$ cat src/rtl/cordic_dac_tx.sv
// cordic_dac_tx
// Buffers CORDIC (x, y) result pairs in a small FIFO and serialises them to a
// dual-channel SPI-style DAC as 16-bit frames, MSB first:
//   [15:14] channel (00 = A/x, 01 = B/y), [13:12] = 00, [11:0] offset-binary.
// Optional macro CORDIC_DAC_SIN_CHANNEL_EN: when defined, y is stored too and
// every pair produces an A frame followed by a B frame. When undefined, only
// x is stored and sent.
//
// Parameters: width (sample bits), DEPTH (FIFO entries, power of two >= 2),
//             DIV (clocks per dac_sclk half-period, >= 1).
// Ports:
//   clock, resetn      : clock, async active-low reset
//   in_valid,x_in,y_in : pair input, accepted when in_ready=1
//   in_ready           : FIFO not full (0 during reset, 1 from first edge)
//   dac_cs_n,dac_sclk,dac_din : DAC serial interface (sclk idles low)
//   overflow           : sticky, a pair was offered while in_ready=0
//   busy               : FIFO non-empty or FSM not idle
module cordic_dac_tx #(
   parameter int width = 12,
   parameter int DEPTH = 4,
   parameter int DIV   = 4
) (
   input  logic             clock,
   input  logic             resetn,
   input  logic             in_valid,
   input  logic [width-1:0] x_in,
   input  logic [width-1:0] y_in,
   output logic             in_ready,
   output logic             dac_cs_n,
   output logic             dac_sclk,
   output logic             dac_din,
   output logic             overflow,
   output logic             busy
);

   localparam int AW = $clog2(DEPTH);
   localparam int TW = $clog2(2 * DIV) + 1;
   localparam logic [AW:0]      FULL_CNT = (AW + 1)'(DEPTH);
   localparam logic [TW-1:0]    T_HI     = TW'(DIV - 1);      // last low-phase clock
   localparam logic [TW-1:0]    T_END    = TW'(2 * DIV - 1);  // last high-phase clock
   // GAP lasts 2*DIV-1 clocks; the following LOAD clock also keeps cs_n high,
   // so cs_n is high for exactly 2*DIV clocks between the A and B frames.
   localparam logic [TW-1:0]    T_GAP    = TW'(2 * DIV - 2);
   localparam logic [width-1:0] MSB      = width'(1) << (width - 1);

   typedef enum logic [1:0] {IDLE, LOAD, SHIFT, GAP} state_t;
   state_t state, state_nx;

   logic [width-1:0] x_mem [DEPTH];
   logic [AW-1:0]    wr_ptr, rd_ptr;
   logic [AW:0]      count;
   logic             rdy_en;
   logic             push, pop;
   logic [TW-1:0]    tick;
   logic [3:0]       bitn;
   logic [15:0]      sreg;
   logic             chan;
   logic [width-1:0] src, ob;
   logic [11:0]      data12;
   logic [15:0]      frame;

`ifdef CORDIC_DAC_SIN_CHANNEL_EN
   logic [width-1:0] y_mem [DEPTH];
   logic [width-1:0] y_hold;  // y of the pair whose A frame is in flight
`else
   logic unused_y;
   assign unused_y = ^y_in;
   assign chan     = 1'b0;
`endif

   // rdy_en keeps in_ready low until the first edge after reset release
   assign in_ready = rdy_en && (count != FULL_CNT);
   assign push     = in_valid && in_ready;
   assign pop      = (state == LOAD) && !chan;  // one pop per pair, at its A frame
   assign busy     = (state != IDLE) || (count != '0);
   assign dac_din  = sreg[15];                 // sreg drains to zero by frame end

   // frame assembly: MSB invert gives offset binary, then left-align to 12 bits
   always_comb begin
      src = x_mem[rd_ptr];
`ifdef CORDIC_DAC_SIN_CHANNEL_EN
      if (chan) src = y_hold;
`endif
      ob     = src ^ MSB;
      data12 = 12'({ob, 12'b0} >> width);
      frame  = {1'b0, chan, 2'b00, data12};
   end

   always_ff @(posedge clock) begin
      if (push) begin
         x_mem[wr_ptr] <= x_in;
`ifdef CORDIC_DAC_SIN_CHANNEL_EN
         y_mem[wr_ptr] <= y_in;
`endif
      end
   end

   always_ff @(posedge clock or negedge resetn) begin
      if (!resetn) state <= IDLE;
      else         state <= state_nx;
   end

   always_comb begin
      state_nx = state;
      case (state)
         IDLE:    if (count != '0) state_nx = LOAD;
         LOAD:    state_nx = SHIFT;
         SHIFT:   if (tick == T_END && bitn == 4'd0) state_nx = GAP;
         GAP: begin
            if (tick == T_GAP) begin
`ifdef CORDIC_DAC_SIN_CHANNEL_EN
               state_nx = chan ? IDLE : LOAD;
`else
               state_nx = IDLE;
`endif
            end
         end
         default: state_nx = IDLE;
      endcase
   end

   always_ff @(posedge clock or negedge resetn) begin
      if (!resetn) begin
         rdy_en   <= 1'b0;
         overflow <= 1'b0;
         wr_ptr   <= '0;
         rd_ptr   <= '0;
         count    <= '0;
         tick     <= '0;
         bitn     <= '0;
         sreg     <= '0;
         dac_cs_n <= 1'b1;
         dac_sclk <= 1'b0;
`ifdef CORDIC_DAC_SIN_CHANNEL_EN
         chan     <= 1'b0;
         y_hold   <= '0;
`endif
      end else begin
         rdy_en <= 1'b1;
         if (in_valid && !in_ready) overflow <= 1'b1;
         if (push) wr_ptr <= wr_ptr + 1'b1;  // wraps modulo DEPTH
         if (pop)  rd_ptr <= rd_ptr + 1'b1;
         case ({push, pop})
            2'b10:   count <= count + 1'b1;
            2'b01:   count <= count - 1'b1;
            default: ;
         endcase

         case (state)
            LOAD: begin
               sreg     <= frame;
               dac_cs_n <= 1'b0;
               dac_sclk <= 1'b0;
               tick     <= '0;
               bitn     <= 4'd15;
`ifdef CORDIC_DAC_SIN_CHANNEL_EN
               if (!chan) y_hold <= y_mem[rd_ptr];
`endif
            end
            SHIFT: begin
               tick <= tick + 1'b1;
               if (tick == T_HI) dac_sclk <= 1'b1;
               // data moves only on the falling sclk edge
               if (tick == T_END) begin
                  tick     <= '0;
                  dac_sclk <= 1'b0;
                  sreg     <= sreg << 1;
                  bitn     <= bitn - 1'b1;
                  if (bitn == 4'd0) dac_cs_n <= 1'b1;
               end
            end
            GAP: begin
               tick <= tick + 1'b1;
               if (tick == T_GAP) begin
                  tick <= '0;
`ifdef CORDIC_DAC_SIN_CHANNEL_EN
                  chan <= ~chan;
`endif
               end
            end
            default: tick <= '0;
         endcase
      end
   end

endmodule

$ cat config.mk
export PLATFORM = sky130hd
export DESIGN_NAME = cordic_dac_tx
export DESIGN_NICKNAME = d
export VERILOG_FILES = /design/src/rtl/cordic_dac_tx.sv
export SDC_FILE = /design/constraint.sdc
export NUM_CORES = 1
export LEC_CHECK = 0
export CORE_MARGIN = 2
export CORE_UTILIZATION = 30
export CTS_BUF_LIST = sky130_fd_sc_hd__clkbuf_4 sky130_fd_sc_hd__clkbuf_8
export CTS_CLUSTER_SIZE = 40
export DETAILED_ROUTE_END_ITERATION = 10
export PLACE_DENSITY = 0.5
export SLEW_MARGIN = 25
export SYNTH_ARGS = -nofsm -noshare
export SYNTH_HDL_FRONTEND = slang
export SYNTH_SLANG_ARGS = --single-unit
$ cat constraint.sdc
create_clock -name clock -period 2.1 [get_ports clock]
set_clock_uncertainty 0.15 [all_clocks]
set_input_delay 0.42 -clock clock [delete_from_list [all_inputs] [get_ports clock]]
set_output_delay 0.42 -clock clock [all_outputs]
set_load 0.05 [all_outputs]
==> flow_metrics.tcl <==
set metrics [dict create \
    drt_iter0_drc 97 \
    cts_made_buffers 9 \
    synth.net_count 292 \
    worstPathRequired_ns 1.53 \
    vias 2077 \
    synth_most_common_cell "edfxtp_1" \
    ys_seq_elements 85 \
    synth_top_area_cell "edfxtp_1" \
    cp-start-kind "flop" \
    num_rows 40 \
    whs_path_depth 1 \
    min_period_ns 2.021 \
    leakagePower_nw 1.774 \
    die-area_um2 12910 \
    clk_path_buf_depth 2 \
    portBuffers 20 \
    syn_area_um2 3605 \
    syn-mean-instance-area_um2 14.42 \
    root_buffer "clkbuf_8" \
    synthFlopType "edfxtp_1" \
    synth_top_area_share_pct 39.99 \
    yosys_warnings 0 \
    min_period_over_period_pct 96.26 \
    routed_via_density 4.616 \
    powerDensity_nw_per_um2 1313 \
    end_kind "output pin" \
    synthCells 250 \
    synth-edff-count 48 \
    synthArstFlopShare_pct 43.53 \
    r2r_start "count[0]$_DFFE_PN0P_" \
    start_util_pct 30.39 \
    antennaDiodeCount 0 \
    r2r_slack_ns 0.12 \
    slew_violations 0 \
    wl_per_cell_um 14.54 \
    hold_start "overflow$_DFFE_PN0P_" \
    r2r_end "count[2]$_DFFE_PN0P_" \
    r2r_cells 10 \
    place_congestion 0.6982 \
    hp-class "reg2reg" \
    hold_violations 0 \
    ir_worst_vdd_uv 526.2 \
    grt-ovfl-total 0 \
    synth_area_leaders "edfxtp_1 (40%), dfrtp_1 (25%), mux4_2 (7.5%), ha_1 (4.9%), a21oi_1 (3.5%)" \
    place_ws_ns -0.1649 \
    first_pass_iters 4 \
    fin_ws_ns 0.07850 \
    setup_tns_ns 0 \
    synth_cell_types 43 \
    track_usage_pct 10.91 \
    h-tree-depth 3 \
    hpwl_um 4148 \
    path_clk_slew_ns 0.09 \
    drc_errors 0 \
    min_to "overflow$_DFFE_PN0P_" \
    setup_viol 0 \
    clock_latency_ns 0.35 \
    outcome "complete, no violations" \
    cts_tree "built" \
    fin_util_pct 37.91 \
    ioPinCount 33 \
    die_h_um 113.6 \
    critPathArrivalTime_ns 1.45 \
    ys_seq_area_share_pct 65.71 \
    whs_ns 0.3342 \
    antenna_found_initial 0 \
    cap_violations 0 \
    critPathKind "reg2out" \
    path_max_fanout 3 \
    areaGrowthSynthToFinish_pct 24.75 \
    grt_pass1_vias 2040 \
    core_area_um2 11860 \
    final_nets 340 \
    drive_above_1_share_pct 25.74 \
    drt_wl_total_um 6543 \
    synthTopCellsByCount "edfxtp_1 (48), dfrtp_1 (36), a21oi_1 (25), inv_1 (18), nor2_1 (18)" \
    die_w_um 113.6 \
    max_freq_mhz 494.7 \
    finalPower_mw 5.906 \
    cts_num_sinks 85 \
    grt_max_degree 38 \
    grt_pass1_wl_um 10730 \
    ant_nets 0 \
]
area by class of cell:
type	count	area, um^2
Inverter	18	70.07
Clock inverter	7	130.1
Tap cell	147	183.9
Multi-Input combinational cell	138	1159
Sequential cell	85	2372
Fill cell	1110	7365
Clock buffer	9	123.9
Timing Repair Buffer	46	457.9
per-layer routing:
layer / part of all wire [%] / GRT usage (%) / wire, um
met4: 1.1 / 3.659 / 74
met1: 48 / 14.72 / 3126
met5: 0 / 0 / 0
met3: 2.5 / 2.816 / 164
met2: 49 / 17.29 / 3177
cell usage in the layout, fill, tap and decap left out, types with 2 or more instances in the layout:
master           Yosys  routed
inv_8                0       2
xor2_1               5       5
a21oi_1             25      25
buf_4                1      23
buf_12               0       6
inv_2                0       5
edfxtp_1            48      48
clkbuf_8             0       9
mux4_2              12      12
a22o_1               6       6
xnor2_1              4       4
nand2_1             17      17
and3_1               5       5
bufinv_16            0       3
ha_1                14      12
nor2_1              18      18
dfrtp_1             36      33
ha_4                 0       2
dfrtp_2              0       3
nand3_1              3       3
inv_1               18      12
clkdlybuf4s50_1      0      13
o21ai_1              5       6
worst max path at each step:
| stage | startpoint | to | slack [ns] | depth (start not counted) |
|---|---|---|---|---|
| finish | count[1]$_DFFE_PN0P_ | busy | 0.08 | 4 |
| CTS | state[0]$_DFFE_PN0P_ | busy | 0.01 | 5 |
| global placement | in_valid | count[2]$_DFFE_PN0P_ | -0.12 | 9 |
| floorplan | count[2]$_DFFE_PN0P_ | count[2]$_DFFE_PN0P_ | -0.06 | 9 |
| detailed placement | in_valid | count[2]$_DFFE_PN0P_ | -0.16 | 9 |
| global route | count[1]$_DFFE_PN0P_ | busy | -0.007 | 4 |
power breakdown:
part	leakage [nW]	switching [mW]	total, mW	internal (mW)
clock network	0.128	0.636	1.45	0.813
registers	0.863	0.208	2.34	2.13
logic	0.783	1.10	2.12	1.02
worst max-delay path, stage by stage, from the launching register on:
cell and delay (ns):
dfrtp_2 0.44, buf_4 0.15, nor4b_4 0.28, inv_1 0.08, buf_6 0.16
state kept, by name, indices dropped and copies added (netlist names):
register  flops
count         3
rd_ptr        2
tick          4
dac_sclk      1
rdy_en        1
overflow      1
x_mem        48
dac_cs_n      1
sreg         16
state         2
wr_ptr        2
bitn          4
stage by stage:
stage | instance area (um^2) | instances
after CTS | 4414 | 442
after detailed placement | 4136 | 425
final | 4497 | 450
after global routing | 4497 | 450
after floorplan | 3631 | 250
after global placement | 4136 | 425
logic make-up after synthesis:
group                    count (synthesis)  synth area share [%]
multiplexers                            13                 7.775
adder cells (fa/ha/maj)                 15                 5.415
flip-flops                              85                 65.71
other                                    1                0.1040
AND/OR/NAND/NOR                         55                 7.498
AO/OA/AOI/OAI                           45                 7.671
buffers and inverters                   27                 3.644
XOR/XNOR                                 9                 2.187
what timing repair did:
| item | CTS | global route |
|---|---|---|
| cloned | 0 | 0 |
| pin swaps | 0 | 2 |
| gates resized for setup | 5 | 7 |
| buffers inserted | 0 | 8 |
| endpoints found under the setup margin | 2 | 2 |
| endpoints found under the hold margin | 36 | 0 |
| hold buffers | 1 | 0 |
No activity file was read; power rests on OpenSTA's default activity.
